==> src/rtl/led_frame_scanner_pkg.sv <==
// Shared definitions for the LED frame scanner: matrix-controller mode codes,
// scan FSM state type and slot timing helpers. Optional macro: LED_SCAN_BLANK_EN.
package led_frame_scanner_pkg;

    localparam logic [7:0] MODE_IDLE   = 8'h00;
    localparam logic [7:0] MODE_RS_PIC = 8'h03;

    // Length of the anti-ghosting blank slot that may follow each row slot
    localparam int BLANK_CYCLES = 4;

`ifdef LED_SCAN_BLANK_EN
    typedef enum logic [2:0] {
        ST_IDLE  = 3'd0,
        ST_ISSUE = 3'd1,
        ST_DWELL = 3'd2,
        ST_BLANK = 3'd3
    } scan_state_e;
`else
    typedef enum logic [2:0] {
        ST_IDLE  = 3'd0,
        ST_ISSUE = 3'd1,
        ST_DWELL = 3'd2
    } scan_state_e;
`endif

    function automatic int calc_row_dwell(input int freq_hz, input int refresh_hz, input int rows);
        return freq_hz / (refresh_hz * rows);
    endfunction

endpackage

==> src/rtl/led_frame_scanner_bank.sv <==
// Double-buffered frame store: writes always target the back bank, the front
// bank is read combinationally, and a swap strobe exchanges the two roles.
module led_frame_bank #(
    parameter int p_row_num    = 8,
    parameter int p_column_num = 8
) (
    input  logic                         clk,
    input  logic                         rst_n,
    input  logic                         i_wr_en,
    input  logic [$clog2(p_row_num)-1:0] i_wr_row,
    input  logic [p_column_num-1:0]      i_wr_data,
    input  logic                         i_swap,
    input  logic [$clog2(p_row_num)-1:0] i_rd_row,
    output logic [p_column_num-1:0]      o_rd_data
);

    logic [p_column_num-1:0] r_bank [2][p_row_num];
    logic                    r_front_sel;
    logic                    w_wr_ok;

    // Out-of-range rows are dropped (only reachable for non power-of-two row counts)
    assign w_wr_ok = i_wr_en && (int'(i_wr_row) < p_row_num);

    // Bank storage and front selector; the write uses the back bank as seen before any swap
    always_ff @(posedge clk or negedge rst_n) begin
        if (!rst_n) begin
            for (int b = 0; b < 2; b++) begin
                for (int r = 0; r < p_row_num; r++) begin
                    r_bank[b][r] <= '0;
                end
            end
            r_front_sel <= 1'b0;
        end else begin
            if (w_wr_ok) begin
                r_bank[~r_front_sel][i_wr_row] <= i_wr_data;
            end
            if (i_swap) begin
                r_front_sel <= ~r_front_sel;
            end
        end
    end

    assign o_rd_data = r_bank[r_front_sel][i_rd_row];

endmodule

==> src/rtl/led_frame_scanner.sv <==
// Row-scan instruction source for the LED matrix controller, fed from a
// double-buffered frame. Optional macro: LED_SCAN_BLANK_EN adds a blank slot per row.
module led_frame_scanner
    import led_frame_scanner_pkg::*;
#(
    parameter int p_frequency  = 50_000_000,
    parameter int p_row_num    = 8,
    parameter int p_column_num = 8,
    parameter int p_refresh_hz = 100
) (
    input  logic                                clk,
    input  logic                                rst_n,
    input  logic                                i_enable,
    input  logic                                i_wr_en,
    input  logic [$clog2(p_row_num)-1:0]        i_wr_row,
    input  logic [p_column_num-1:0]             i_wr_data,
    input  logic                                i_swap_req,
    output logic                                o_swap_pending,
    output logic                                o_start,
    output logic [8+p_row_num+p_column_num-1:0] o_instruction,
    output logic                                o_frame_tick
);

    localparam int ROW_DWELL = calc_row_dwell(p_frequency, p_refresh_hz, p_row_num);
    localparam int ROW_W     = $clog2(p_row_num);
    localparam int CNT_W     = $clog2(ROW_DWELL);
    localparam int INSTR_W   = 8 + p_row_num + p_column_num;

    localparam logic [CNT_W-1:0] DWELL_LAST = CNT_W'(ROW_DWELL - 2);
    localparam logic [ROW_W-1:0] ROW_LAST   = ROW_W'(p_row_num - 1);

    generate
        if (ROW_DWELL < 4) begin : g_dwell_check
            $error("led_frame_scanner: ROW_DWELL must be at least 4 cycles");
        end
    endgenerate

    scan_state_e              r_state;
    scan_state_e              w_state_nxt;
    logic [ROW_W-1:0]         r_row_idx;
    logic [ROW_W-1:0]         w_row_nxt;
    logic [ROW_W-1:0]         w_row_inc;
    logic [CNT_W-1:0]         r_dwell_cnt;
    logic [CNT_W-1:0]         w_cnt_nxt;
    logic                     w_slot_end;
    logic                     w_wrap;
    logic                     w_swap_apply;
    logic                     w_pending_nxt;
    logic                     r_swap_pending;
    logic                     w_start_nxt;
    logic                     r_start;
    logic [INSTR_W-1:0]       w_instr_nxt;
    logic [INSTR_W-1:0]       r_instruction;
    logic                     r_frame_tick;
    logic [p_row_num-1:0]     w_row_onehot;
    logic [p_column_num-1:0]  w_front_row;

    assign w_row_onehot = {{(p_row_num-1){1'b0}}, 1'b1} << r_row_idx;
    assign w_row_inc    = (r_row_idx == ROW_LAST) ? '0 : r_row_idx + 1'b1;

    led_frame_bank #(
        .p_row_num    (p_row_num),
        .p_column_num (p_column_num)
    ) u_bank (
        .clk       (clk),
        .rst_n     (rst_n),
        .i_wr_en   (i_wr_en),
        .i_wr_row  (i_wr_row),
        .i_wr_data (i_wr_data),
        .i_swap    (w_swap_apply),
        .i_rd_row  (r_row_idx),
        .o_rd_data (w_front_row)
    );

    // Scan FSM next-state, counters and the output values to register
    always_comb begin
        w_state_nxt = r_state;
        w_row_nxt   = r_row_idx;
        w_cnt_nxt   = r_dwell_cnt;
        w_slot_end  = 1'b0;
        w_wrap      = 1'b0;
        w_start_nxt = 1'b0;
        w_instr_nxt = r_instruction;
        case (r_state)
            ST_IDLE: begin
                w_instr_nxt = '0;
                w_row_nxt   = '0;
                w_cnt_nxt   = '0;
                if (i_enable) begin
                    w_state_nxt = ST_ISSUE;
                end else begin
                    w_state_nxt = ST_IDLE;
                end
            end
            ST_ISSUE: begin
                w_start_nxt = 1'b1;
                w_instr_nxt = {MODE_RS_PIC, w_row_onehot, w_front_row};
                w_cnt_nxt   = '0;
                w_state_nxt = ST_DWELL;
            end
            ST_DWELL: begin
                if (r_dwell_cnt == DWELL_LAST) begin
                    w_cnt_nxt = '0;
`ifdef LED_SCAN_BLANK_EN
                    w_state_nxt = ST_BLANK;
`else
                    w_slot_end = 1'b1;
`endif
                end else begin
                    w_cnt_nxt = r_dwell_cnt + 1'b1;
                end
            end
`ifdef LED_SCAN_BLANK_EN
            ST_BLANK: begin
                // First blank cycle sends an all-off instruction to flush ghosting
                if (r_dwell_cnt == '0) begin
                    w_start_nxt = 1'b1;
                    w_instr_nxt = {MODE_RS_PIC, {(p_row_num+p_column_num){1'b0}}};
                end else begin
                    w_start_nxt = 1'b0;
                end
                if (r_dwell_cnt == CNT_W'(BLANK_CYCLES - 1)) begin
                    w_slot_end = 1'b1;
                end else begin
                    w_cnt_nxt = r_dwell_cnt + 1'b1;
                end
            end
`endif
            default: begin
                w_state_nxt = ST_IDLE;
                w_row_nxt   = '0;
                w_cnt_nxt   = '0;
            end
        endcase
        // End of a full row slot: advance or retire, and flag the frame wrap
        if (w_slot_end) begin
            w_cnt_nxt = '0;
            w_wrap    = (r_row_idx == ROW_LAST);
            if (i_enable) begin
                w_state_nxt = ST_ISSUE;
                w_row_nxt   = w_row_inc;
            end else begin
                w_state_nxt = ST_IDLE;
                w_row_nxt   = '0;
            end
        end else begin
            w_wrap = 1'b0;
        end
    end

    // Swap is applied on a frame wrap, or straight away while idle; a new request re-arms
    always_comb begin
        w_swap_apply = r_swap_pending & (w_wrap | (r_state == ST_IDLE));
        if (i_swap_req) begin
            w_pending_nxt = 1'b1;
        end else if (w_swap_apply) begin
            w_pending_nxt = 1'b0;
        end else begin
            w_pending_nxt = r_swap_pending;
        end
    end

    // FSM state register
    always_ff @(posedge clk or negedge rst_n) begin
        if (!rst_n) begin
            r_state <= ST_IDLE;
        end else begin
            r_state <= w_state_nxt;
        end
    end

    // Row/dwell counters, swap flag and registered outputs
    always_ff @(posedge clk or negedge rst_n) begin
        if (!rst_n) begin
            r_row_idx      <= '0;
            r_dwell_cnt    <= '0;
            r_swap_pending <= 1'b0;
            r_start        <= 1'b0;
            r_instruction  <= '0;
            r_frame_tick   <= 1'b0;
        end else begin
            r_row_idx      <= w_row_nxt;
            r_dwell_cnt    <= w_cnt_nxt;
            r_swap_pending <= w_pending_nxt;
            r_start        <= w_start_nxt;
            r_instruction  <= w_instr_nxt;
            r_frame_tick   <= w_wrap;
        end
    end

    assign o_swap_pending = r_swap_pending;
    assign o_start        = r_start;
    assign o_instruction  = r_instruction;
    assign o_frame_tick   = r_frame_tick;

endmodule

==> config.mk <==
export PLATFORM = sky130hd
export DESIGN_NAME = led_frame_scanner
export DESIGN_NICKNAME = d
export VERILOG_FILES = /design/src/rtl/led_frame_scanner_pkg.sv /design/src/rtl/led_frame_scanner_bank.sv /design/src/rtl/led_frame_scanner.sv
export SDC_FILE = /design/constraint.sdc
export NUM_CORES = 1
export LEC_CHECK = 0
export BUFFER_PORTS_ARGS = -buffer_cell sky130_fd_sc_hd__clkbuf_2
export CAP_MARGIN = 20
export CORE_MARGIN = 4
export CORE_UTILIZATION = 53
export CTS_BUF_LIST = sky130_fd_sc_hd__clkbuf_16
export DETAILED_ROUTE_END_ITERATION = 10
export PLACE_DENSITY_LB_ADDON = 0.1
export SLEW_MARGIN = 20
export SYNTH_ARGS = -nofsm -noshare
export SYNTH_HDL_FRONTEND = slang
export SYNTH_SLANG_ARGS = --single-unit
==> constraint.sdc <==
create_clock -name clk -period 3.2 [get_ports clk]
set_clock_uncertainty 0.15 [all_clocks]
set_input_delay 0.64 -clock clk [delete_from_list [all_inputs] [get_ports clk]]
set_output_delay 0.64 -clock clk [all_outputs]
set_load 0.02 [all_outputs]
==> results of run 1 <==
==> worst register-to-register path, delay by kind of cell, from the launching register on <==
family | cells | cell delay (ns)
adder cells (fa/ha/maj) | 1 | 0.13
flip-flops | 1 | 0.42
AND/OR/NAND/NOR | 4 | 1.63
buffers and inverters | 1 | 0.08
==> how the worst max path moves through the flow <==
| stage | from | slack (ns) | endpoint |
|---|---|---|---|
| finish | r_dwell_cnt[0] | 0.67 | r_dwell_cnt[2] |
| global route | r_dwell_cnt[0] | 0.51 | r_dwell_cnt[11] |
| global placement | r_dwell_cnt[0] | 0.74 | r_dwell_cnt[5] |
| detailed placement | r_dwell_cnt[0] | 0.64 | r_dwell_cnt[13] |
| CTS | r_dwell_cnt[0] | 0.66 | r_dwell_cnt[13] |
| floorplan | r_dwell_cnt[0] | 0.96 | r_dwell_cnt[10] |
==> power breakdown <==
part	internal, mW	switching, mW
combinational	1.19	0.933
clock	1.23	0.844
sequential	3.04	0.608
total	5.45	2.38
==> per-stage QoR <==
stage	total power, mW	setup slack (ns)	hold WS, ns	utilization	area [um^2]
2_1_floorplan	5.23	0.957	0.194	-	7850
3_3_place_gp	5.69	0.741	0.324	0.567	8230
3_5_place_dp	5.81	0.642	0.322	0.567	8230
4_1_cts	7.91	0.656	0.0900	0.608	8830
5_1_grt	8.31	0.510	0.107	0.608	8830
6_report	7.84	0.671	0.0660	0.608	8830
==> kinds of logic after synthesis <==
logic type / synth area share
AOI/OAI and AO/OA: 0.0473
xor gates and xnor gates: 0.0145
adders and majority gates: 0.0128
buffers and inverters: 0.0291
DFF: 0.543
muxes: 0.267
other: 0.000479
and+or+nand+nor: 0.0859
==> placed cells by master (no fill, tap or decap), types with 3 or more instances in the layout <==
cell type	Yosys	final
a21oi_1	11	11
nor2_1	29	29
clkinv_4	0	5
buf_12	0	3
nor2b_1	3	3
nor4_1	3	3
xnor2_1	8	8
mux2i_1	65	65
nand3b_1	5	5
and3_1	5	5
or3_1	3	3
nand2b_1	9	9
clkbuf_2	0	35
nand3_1	30	30
nand2_1	28	28
xor2_1	5	5
o21ai_0	4	4
a32o_1	4	4
bufinv_16	0	3
mux2_2	128	128
conb_1	1	6
nand4_1	4	4
dfrtp_1	170	169
inv_1	6	6
a22oi_1	24	24
ha_1	8	8
buf_4	8	14
clkbuf_16	0	17
clkinv_1	0	4
==> state kept, by name, summed over array words and instances, names as in the netlist <==
| signal | count |
|---|---|
| o_frame_tick | 1 |
| o_instruction | 17 |
| o_start | 1 |
| o_swap_pending | 1 |
| r_dwell_cnt | 16 |
| r_row_idx | 3 |
| r_state | 2 |
| u_bank.r_bank | 128 |
| u_bank.r_front_sel | 1 |
==> final cells by class <==
| class | instances | share of cell area |
|---|---|---|
| Clock buffer | 17 | 0.0482 |
| Clock inverter | 15 | 0.0197 |
| Inverter | 6 | 0.00255 |
| Multi-Input combinational cell | 405 | 0.382 |
| Sequential cell | 170 | 0.482 |
| Tap cell | 184 | 0.0261 |
| Timing Repair Buffer | 53 | 0.0398 |
==> per-layer routing <==
metal | share of wire | track usage | up-vias
li1 | - | - | 2281
met1 | 0.45 | 0.275 | 2584
met2 | 0.50 | 0.363 | 89
met3 | 0.042 | 0.0565 | 17
met4 | 0.010 | 0.0501 | 0
met5 | 0 | 0 | -
==> flow_metrics.tcl, run 1 <==
set metrics [dict create \
    status "completed" \
    critical_path_required_ns 3.33 \
    maxCapViolCount 0 \
    dp.cells 818 \
    path_clk_slew_ns 0.06 \
    place.gp.congestion 0.821 \
    synthTopCellsByCount "dfrtp_1 (170), mux2_2 (128), mux2i_1 (65)" \
    yosysMostFrequentCell "dfrtp_1" \
    first_pass_iters 4 \
    synth.yosys.seq_area_share 0.543 \
    worstRegToRegCells 6 \
    cts_tree "done" \
    synthCells 619 \
    die_h_um 130 \
    synth_edf_count 0 \
    antenna_found_initial 0 \
    synth_top_cell_by_area "dfrtp_1" \
    finalCritPeriodShare 0.790 \
    hp-class "in2async" \
    drive_above_1_share 0.317 \
    cts_setup_buffers 0 \
    dpl.hpwl_um 10900 \
    crit_path_top_delay_cell "or4_4" \
    grt_max_degree 71 \
    syn_area_per_cell_um2 12.7 \
    worstPathMaxFanout 16 \
    critical_path.top_delay_family "simple AND/OR/NAND/NOR gates" \
    nets 677 \
    numCtsBuffers 17 \
    worstPathArrival_ns 2.66 \
    path_class "reg2reg" \
    ys_types 42 \
    rows 44 \
    reg2reg_slack_ns 0.67 \
    first_global_vias 5156 \
    die_w_um 130 \
    cts_resized 0 \
    fin_crit_ns 2.53 \
    drv_slew 0 \
    power.leakage_nw 4.06 \
    rsz0062_at_grt "false" \
    drcViolationCount 0 \
    synth_ff_type "dfrtp_1" \
    fp.coreArea_mm2 0.0145 \
    syn_area_mm2 0.00784 \
    routed_wl_um 16900 \
    grt_pass1_wl_um 27300 \
    timing.fmax_mhz 395 \
    grt_overflow 0 \
    vias 4971 \
    crit_cells 6 \
    insertedDiodeCount 0 \
    ir_drop_mv 0.424 \
    r2r_start "r_dwell_cnt[0]" \
    drt_iter0_markers 337 \
    async_flop_share 1.00 \
    dieArea_mm2 0.0168 \
    insertion_delay_ns 0.42 \
    grt_usage 0.214 \
    cts-root-buf "clkbuf_16" \
    initial_core_util 0.539 \
    ys_warn_count 0 \
    worstMarginPinSlew_ns 0.840 \
    cts.path.max_buffers 2 \
    hold_buffers 0 \
    synth.top_cell.area_share 0.543 \
    io_pins 43 \
    worst-path-buf-inv 1 \
    crit_chain "inv_1 -> ha_1 -> or4b_1 -> or4_4 -> nand2b_1 -> nor2_1" \
    rr_endpoint "r_dwell_cnt[2]" \
    ys_seq_elements 170 \
    ant_nets 0 \
    cts.htree.levels 4 \
    clock_sinks 170 \
    setup_viol 0 \
    ys_top_cells_by_area "dfrtp_1 (54%), mux2_2 (18%), mux2i_1 (8.3%)" \
    fin_cells 850 \
    io_buffers 36 \
    seqCellArea_mm2 0.00426 \
    routed_via_density 5.85 \
    cp-end-kind "register" \
    slew_headroom 0.440 \
    syn_to_final_growth_pct 12.7 \
    power_density_mw_per_mm2 887 \
    start_kind "register" \
    crit_path_max_incr_delay_ns 0.58 \
    nFillCells 1168 \
    tns_ns 0 \
    wl_per_cell_um 19.9 \
    hold_viol 0 \
    multiInputGateArea_mm2 0.00337 \
]
No activity file was read; power rests on OpenSTA's default activity.
==> run 2, diff against run 1 <==
Settings changed: ABC_AREA from default to 1.
Clock period 3.2 ns to 2.6 ns, I/O delays scaled along.
==> run 2 against run 1 <==
  * Cell count up 44%
  * Worst hold slack better by 0.069 ns
  * Setup slack worse by 0.078 ns
  * Largest power group unchanged
  * Wire length up 11%
  * Non-clock buffer count up 4
  * Area after synthesis up 1.6%
==> flow_metrics.tcl, run 2 <==
set metrics [dict create \
    status "completed" \
    synth.area.mux_share 0 \
    crit_chain "clkinv_1 -> buf_4 -> nand3_1 -> nand2_1 -> nand2_1 -> nand3_1 -> nand2_1" \
    clock_sinks 170 \
    nFillCells 1337 \
    syn_area_mm2 0.00796 \
    synthCells 1011 \
    path_clk_slew_ns 0.06 \
    synth.top_cell.area_share 0.534 \
    fin_util 0.611 \
    grt_overflow 0 \
    tns_ns 0 \
    syn_area_per_cell_um2 7.88 \
    ys_seq_elements 170 \
    antenna_found_initial 0 \
    first_global_vias 6084 \
    dpl.hpwl_um 12800 \
    synth_ff_type "dfrtp_1" \
    critical_path.top_delay_family "buffers and inverters" \
    first_pass_iters 5 \
    ant_nets 0 \
    maxCapViolCount 0 \
    synth-xor-area-share 0.00660 \
    path_class "reg2reg" \
    cp-end-kind "register" \
    die_h_um 131 \
    dieArea_mm2 0.0171 \
    drive_above_1_share 0.0948 \
    total_power_mw 9.97 \
    critical_path_required_ns 2.82 \
    whs_ns 0.135 \
    io_buffers 36 \
    rows 44 \
    vias 6413 \
    yosys.area_share.simple 0.265 \
    worstPathMaxFanout 11 \
    insertion_delay_ns 0.43 \
    start_kind "register" \
    cts.path.max_buffers 2 \
    routed_wl_um 18900 \
    grt_usage 0.236 \
    fin_crit_ns 2.01 \
    timing.fmax_mhz 498 \
    place.gp.congestion 0.828 \
    cts.htree.levels 4 \
    syn_to_final_growth_pct 12.4 \
    grt_pass1_wl_um 31500 \
    cts_tree "done" \
    synth_top_family_by_area "simple AND/OR/NAND/NOR gates" \
    synth.yosys.seq_area_share 0.534 \
    synth-compound-area-share 0.108 \
    cts_resized 0 \
    insertedDiodeCount 0 \
    crit_top_cell "nand2_1" \
    crit_path_top_delay_cell "dfrtp_1" \
    io_pins 43 \
    grt_max_degree 61 \
    worstPathArrival_ns 2.23 \
    worstMarginPinSlew_ns 0.714 \
    drv_slew 0 \
    synth-adder-area-share 0.0126 \
    layout_common_cells "nand2_1 (365), dfrtp_1 (169), o21ai_0 (134)" \
    synth_top_cell_by_area "dfrtp_1" \
    largest_register "u_bank.r_bank" \
    fp.coreArea_mm2 0.0146 \
    yosysMostFrequentCell "nand2_1" \
    multiInputGateArea_mm2 0.00314 \
    hold_viol 0 \
    nets 1055 \
    seqCellArea_mm2 0.00426 \
    drcViolationCount 0 \
    power.leakage_nw 4.51 \
    ir_drop_mv 0.573 \
    routed_via_density 5.22 \
    ys_top_cells_by_area "dfrtp_1 (53%), nand2_1 (17%), o21ai_0 (8.4%)" \
    setup_ws_ns 0.593 \
    crit_path_max_incr_delay_ns 0.53 \
    largest_reg_flops 128 \
    setup_viol 0 \
    hp-class "in2reg" \
    reg2reg_slack_ns 0.59 \
    worst-path-buf-inv 2 \
    die_w_um 131 \
    rsz0062_at_grt "false" \
    synthTopCellsByCount "nand2_1 (365), dfrtp_1 (170), o21ai_0 (134)" \
    final_common_cell "nand2_1" \
    power_density_mw_per_mm2 1110 \
    drt_iter0_markers 518 \
    slew_headroom 0.524 \
    wl_per_cell_um 15.4 \
    initial_core_util 0.544 \
    finalCritPeriodShare 0.772 \
    ys_types 30 \
    synth_edf_count 0 \
    async_flop_share 1.00 \
    ys_warn_count 0 \
    cts-root-buf "clkbuf_16" \
    pre_cts_slack_ns 0.556 \
    numCtsBuffers 17 \
]
run 2: cell count changes after synthesis, moves of 41 or more:
cell     before  now
mux2i_1      65    0
nand3_1      30   73
inv_1         6   73
nand2_1      28  365
mux2_2      128    0
nor2_1       29   70
o21ai_0       4  134
run 2: kinds of logic (layout without fill, tap and decap cells):
group / Yosys count / count (layout)
other cells: 1 / 6
simple gates: 522 / 522
xor+xnor: 6 / 6
flops: 170 / 170
fa+ha+maj: 8 / 8
buf+inv: 141 / 169
compound gates: 163 / 163
run 2: final cells by class:
type / instances / share of cell area
Multi-Input combinational cell: 705 / 0.351
Sequential cell: 170 / 0.475
Inverter: 80 / 0.0335
Tap cell: 184 / 0.0257
Timing Repair Buffer: 57 / 0.0415
Clock inverter: 15 / 0.0256
Clock buffer: 17 / 0.0475
run 2: per-layer routing:
layer	vias to the layer above	global-route usage	wire length (um)
met5	-	0	0
met4	0	0.0817	388
met3	33	0.0459	856
met2	144	0.362	8640
met1	3008	0.339	8960
li1	3228	-	-
run 2: what timing repair did:
item | in CTS | in global routing
buffers inserted | 0 | 0
hold buffers | 1 | 0
endpoints found under the hold margin | 47 | 0
run 2: where the power goes:
part / switching, mW / internal [mW] / leakage [nW]
Combinational: 1.87 / 1.01 / 2.02
Sequential: 0.548 / 3.73 / 2.17
Clock: 1.04 / 1.78 / 0.320
Total: 3.45 / 6.52 / 4.51
run 2: through the flow:
| step | area [um^2] | cells |
|---|---|---|
| after floorplan | 7980 | 1016 |
| after global placement | 8290 | 1195 |
| after detailed placement | 8290 | 1195 |
| after CTS | 8950 | 1228 |
| after global routing | 8950 | 1228 |
| final | 8950 | 1228 |
run 2: final timing paths:
kind / from / endpoint / depth (start not counted)
worst max-delay path: r_row_idx[1] / o_instruction[0] / 7
worst min-delay path: i_swap_req / o_swap_pending / 2
worst max register to register: r_row_idx[1] / o_instruction[0] / 7
worst min register to register: u_bank.r_bank[11] / u_bank.r_bank[11] / 2
max in group asynchronous: rst_n / u_bank.r_bank[5] / 3
min in group asynchronous: rst_n / u_bank.r_bank[82] / 2
==> run 3, diff against run 2 <==
Clock period 2.6 ns to 1.94 ns, I/O delays scaled along.
==> run 3 against run 2 <==
  * Combinational power increased by 36%
  * Total power increased by 27%
  * Sequential share of layout area increased by 0.087 points
  * Largest power group unchanged
==> flow_metrics.tcl, run 3 (same netlist as run 2, synthesis figures left out) <==
set metrics [dict create \
    dpl.hpwl_um 13000 \
    cts-root-buf "clkbuf_16" \
    largest_register "u_bank.r_bank" \
    worstPathMaxFanout 5 \
    die_h_um 131 \
    fp.coreArea_mm2 0.0146 \
    wl_met2_um 8800 \
    cts_setup_buffers 0 \
    critical_path_required_ns 2.11 \
    die_w_um 131 \
    reg2reg_slack_ns 0.22 \
    clock_sinks 170 \
    insertion_delay_ns 0.43 \
    ant_nets 0 \
    io_pins 43 \
    first_global_vias 6187 \
    tns_ns 0 \
    path_class "reg2reg" \
    status "completed" \
    path_clk_slew_ns 0.06 \
    setup_viol 0 \
    drive_above_1_share 0.0960 \
    finalCritPeriodShare 0.888 \
    initial_core_util 0.544 \
    routed_via_density 5.26 \
    start_kind "register" \
    largest_reg_flops 128 \
    ir_drop_mv 0.711 \
    cts.htree.levels 4 \
    layout_common_cells "nand2_1 (365), dfrtp_1 (169), o21ai_0 (134)" \
    grt_pass1_wl_um 31500 \
    routed_wl_um 18900 \
    grt_overflow 0 \
    wl_per_cell_um 15.3 \
    nets 1063 \
    drt_iter0_markers 557 \
    insertedDiodeCount 0 \
    worstPathArrival_ns 1.89 \
    worstMarginPinSlew_ns 0.501 \
    cts.path.max_buffers 2 \
    cp-end-kind "register" \
    setup_ws_ns 0.217 \
    top_layer "met4" \
    io_buffers 36 \
    antenna_found_initial 0 \
    fin_util 0.610 \
    place.gp.congestion 0.801 \
    dieArea_mm2 0.0171 \
    numCtsBuffers 17 \
    pre_cts_slack_ns 0.141 \
    first_pass_iters 7 \
    timing.fmax_mhz 581 \
    rsz0062_at_grt "false" \
    power.leakage_nw 4.51 \
    drcViolationCount 0 \
    maxCapViolCount 0 \
    hold_viol 0 \
    final_common_cell "nand2_1" \
    hp-class "in2reg" \
    cts_tree "done" \
    fin_crit_ns 1.72 \
    wl_met1_um 8810 \
    slew_headroom 0.665 \
    rows 44 \
    vias 6496 \
    nFillCells 1385 \
    syn_to_final_growth_pct 12.2 \
    wl_met3_um 871 \
    grt_usage 0.238 \
    grt_max_degree 57 \
    power_density_mw_per_mm2 1420 \
    drv_slew 0 \
]
-- run 3: layout make-up --
class | count | area [um^2] | share of cell area
Tap cell | 184 | 230 | 0.0258
Multi-Input combinational cell | 705 | 3150 | 0.353
Sequential cell | 170 | 4260 | 0.476
Timing Repair Buffer | 65 | 482 | 0.0539
Clock buffer | 17 | 425 | 0.0476
Clock inverter | 15 | 93.8 | 0.0105
Inverter | 80 | 300 | 0.0336
-- run 3: what timing repair did --
| action | 4_1_cts | 5_1_grt |
|---|---|---|
| hold buffers | 1 | 0 |
| resized for setup | 0 | 2 |
| setup endpoints to repair | 0 | 4 |
| hold endpoints to repair | 119 | 0 |
-- run 3: worst max-delay path, stage by stage (launching register included) --
cell	delay (ns)
dfrtp_1	0.39
ha_1	0.18
nand2_1	0.06
nor2_1	0.18
nand2_1	0.09
nor2_2	0.20
nand3_1	0.13
xor2_1	0.17
nor2_1	0.05
-- run 3: per-stage QoR --
| step | instance area (um^2) | power, mW | cells | hold slack [ns] |
|---|---|---|---|---|
| global placement | 8400 | 9.55 | 1203 | 0.112 |
| global route | 8940 | 13.7 | 1236 | 0.0234 |
| detailed placement | 8400 | 9.67 | 1203 | 0.114 |
| floorplan | 7980 | 8.51 | 1016 | -0.0576 |
| CTS | 8930 | 12.7 | 1236 | 0.00693 |
| finish | 8940 | 12.7 | 1236 | 0.0274 |
-- run 3: layer usage --
metal	up-vias	track usage
li1	3251	-
met5	-	0
met1	3070	0.331
met2	144	0.379
met4	0	0.0817
met3	31	0.0419
-- run 3: worst paths after layout --
kind                              startpoint                 end  cells past startpoint
max                           r_dwell_cnt[0]     r_dwell_cnt[10]                      8
min                               i_swap_req      o_swap_pending                      2
max reg2reg                   r_dwell_cnt[0]     r_dwell_cnt[10]                      8
min reg2reg                u_bank.r_bank[11]   u_bank.r_bank[11]                      2
max in group asynchronous              rst_n  u_bank.r_bank[113]                      3
min in group asynchronous              rst_n   u_bank.r_bank[38]                      2
-- run 3: power by group --
part	switching [mW]	internal [mW]	leakage [nW]	total, mW
Combinational	2.50	1.40	2.08	3.90
Sequential	0.713	5.00	2.17	5.71
Clock	1.33	1.71	0.269	3.04
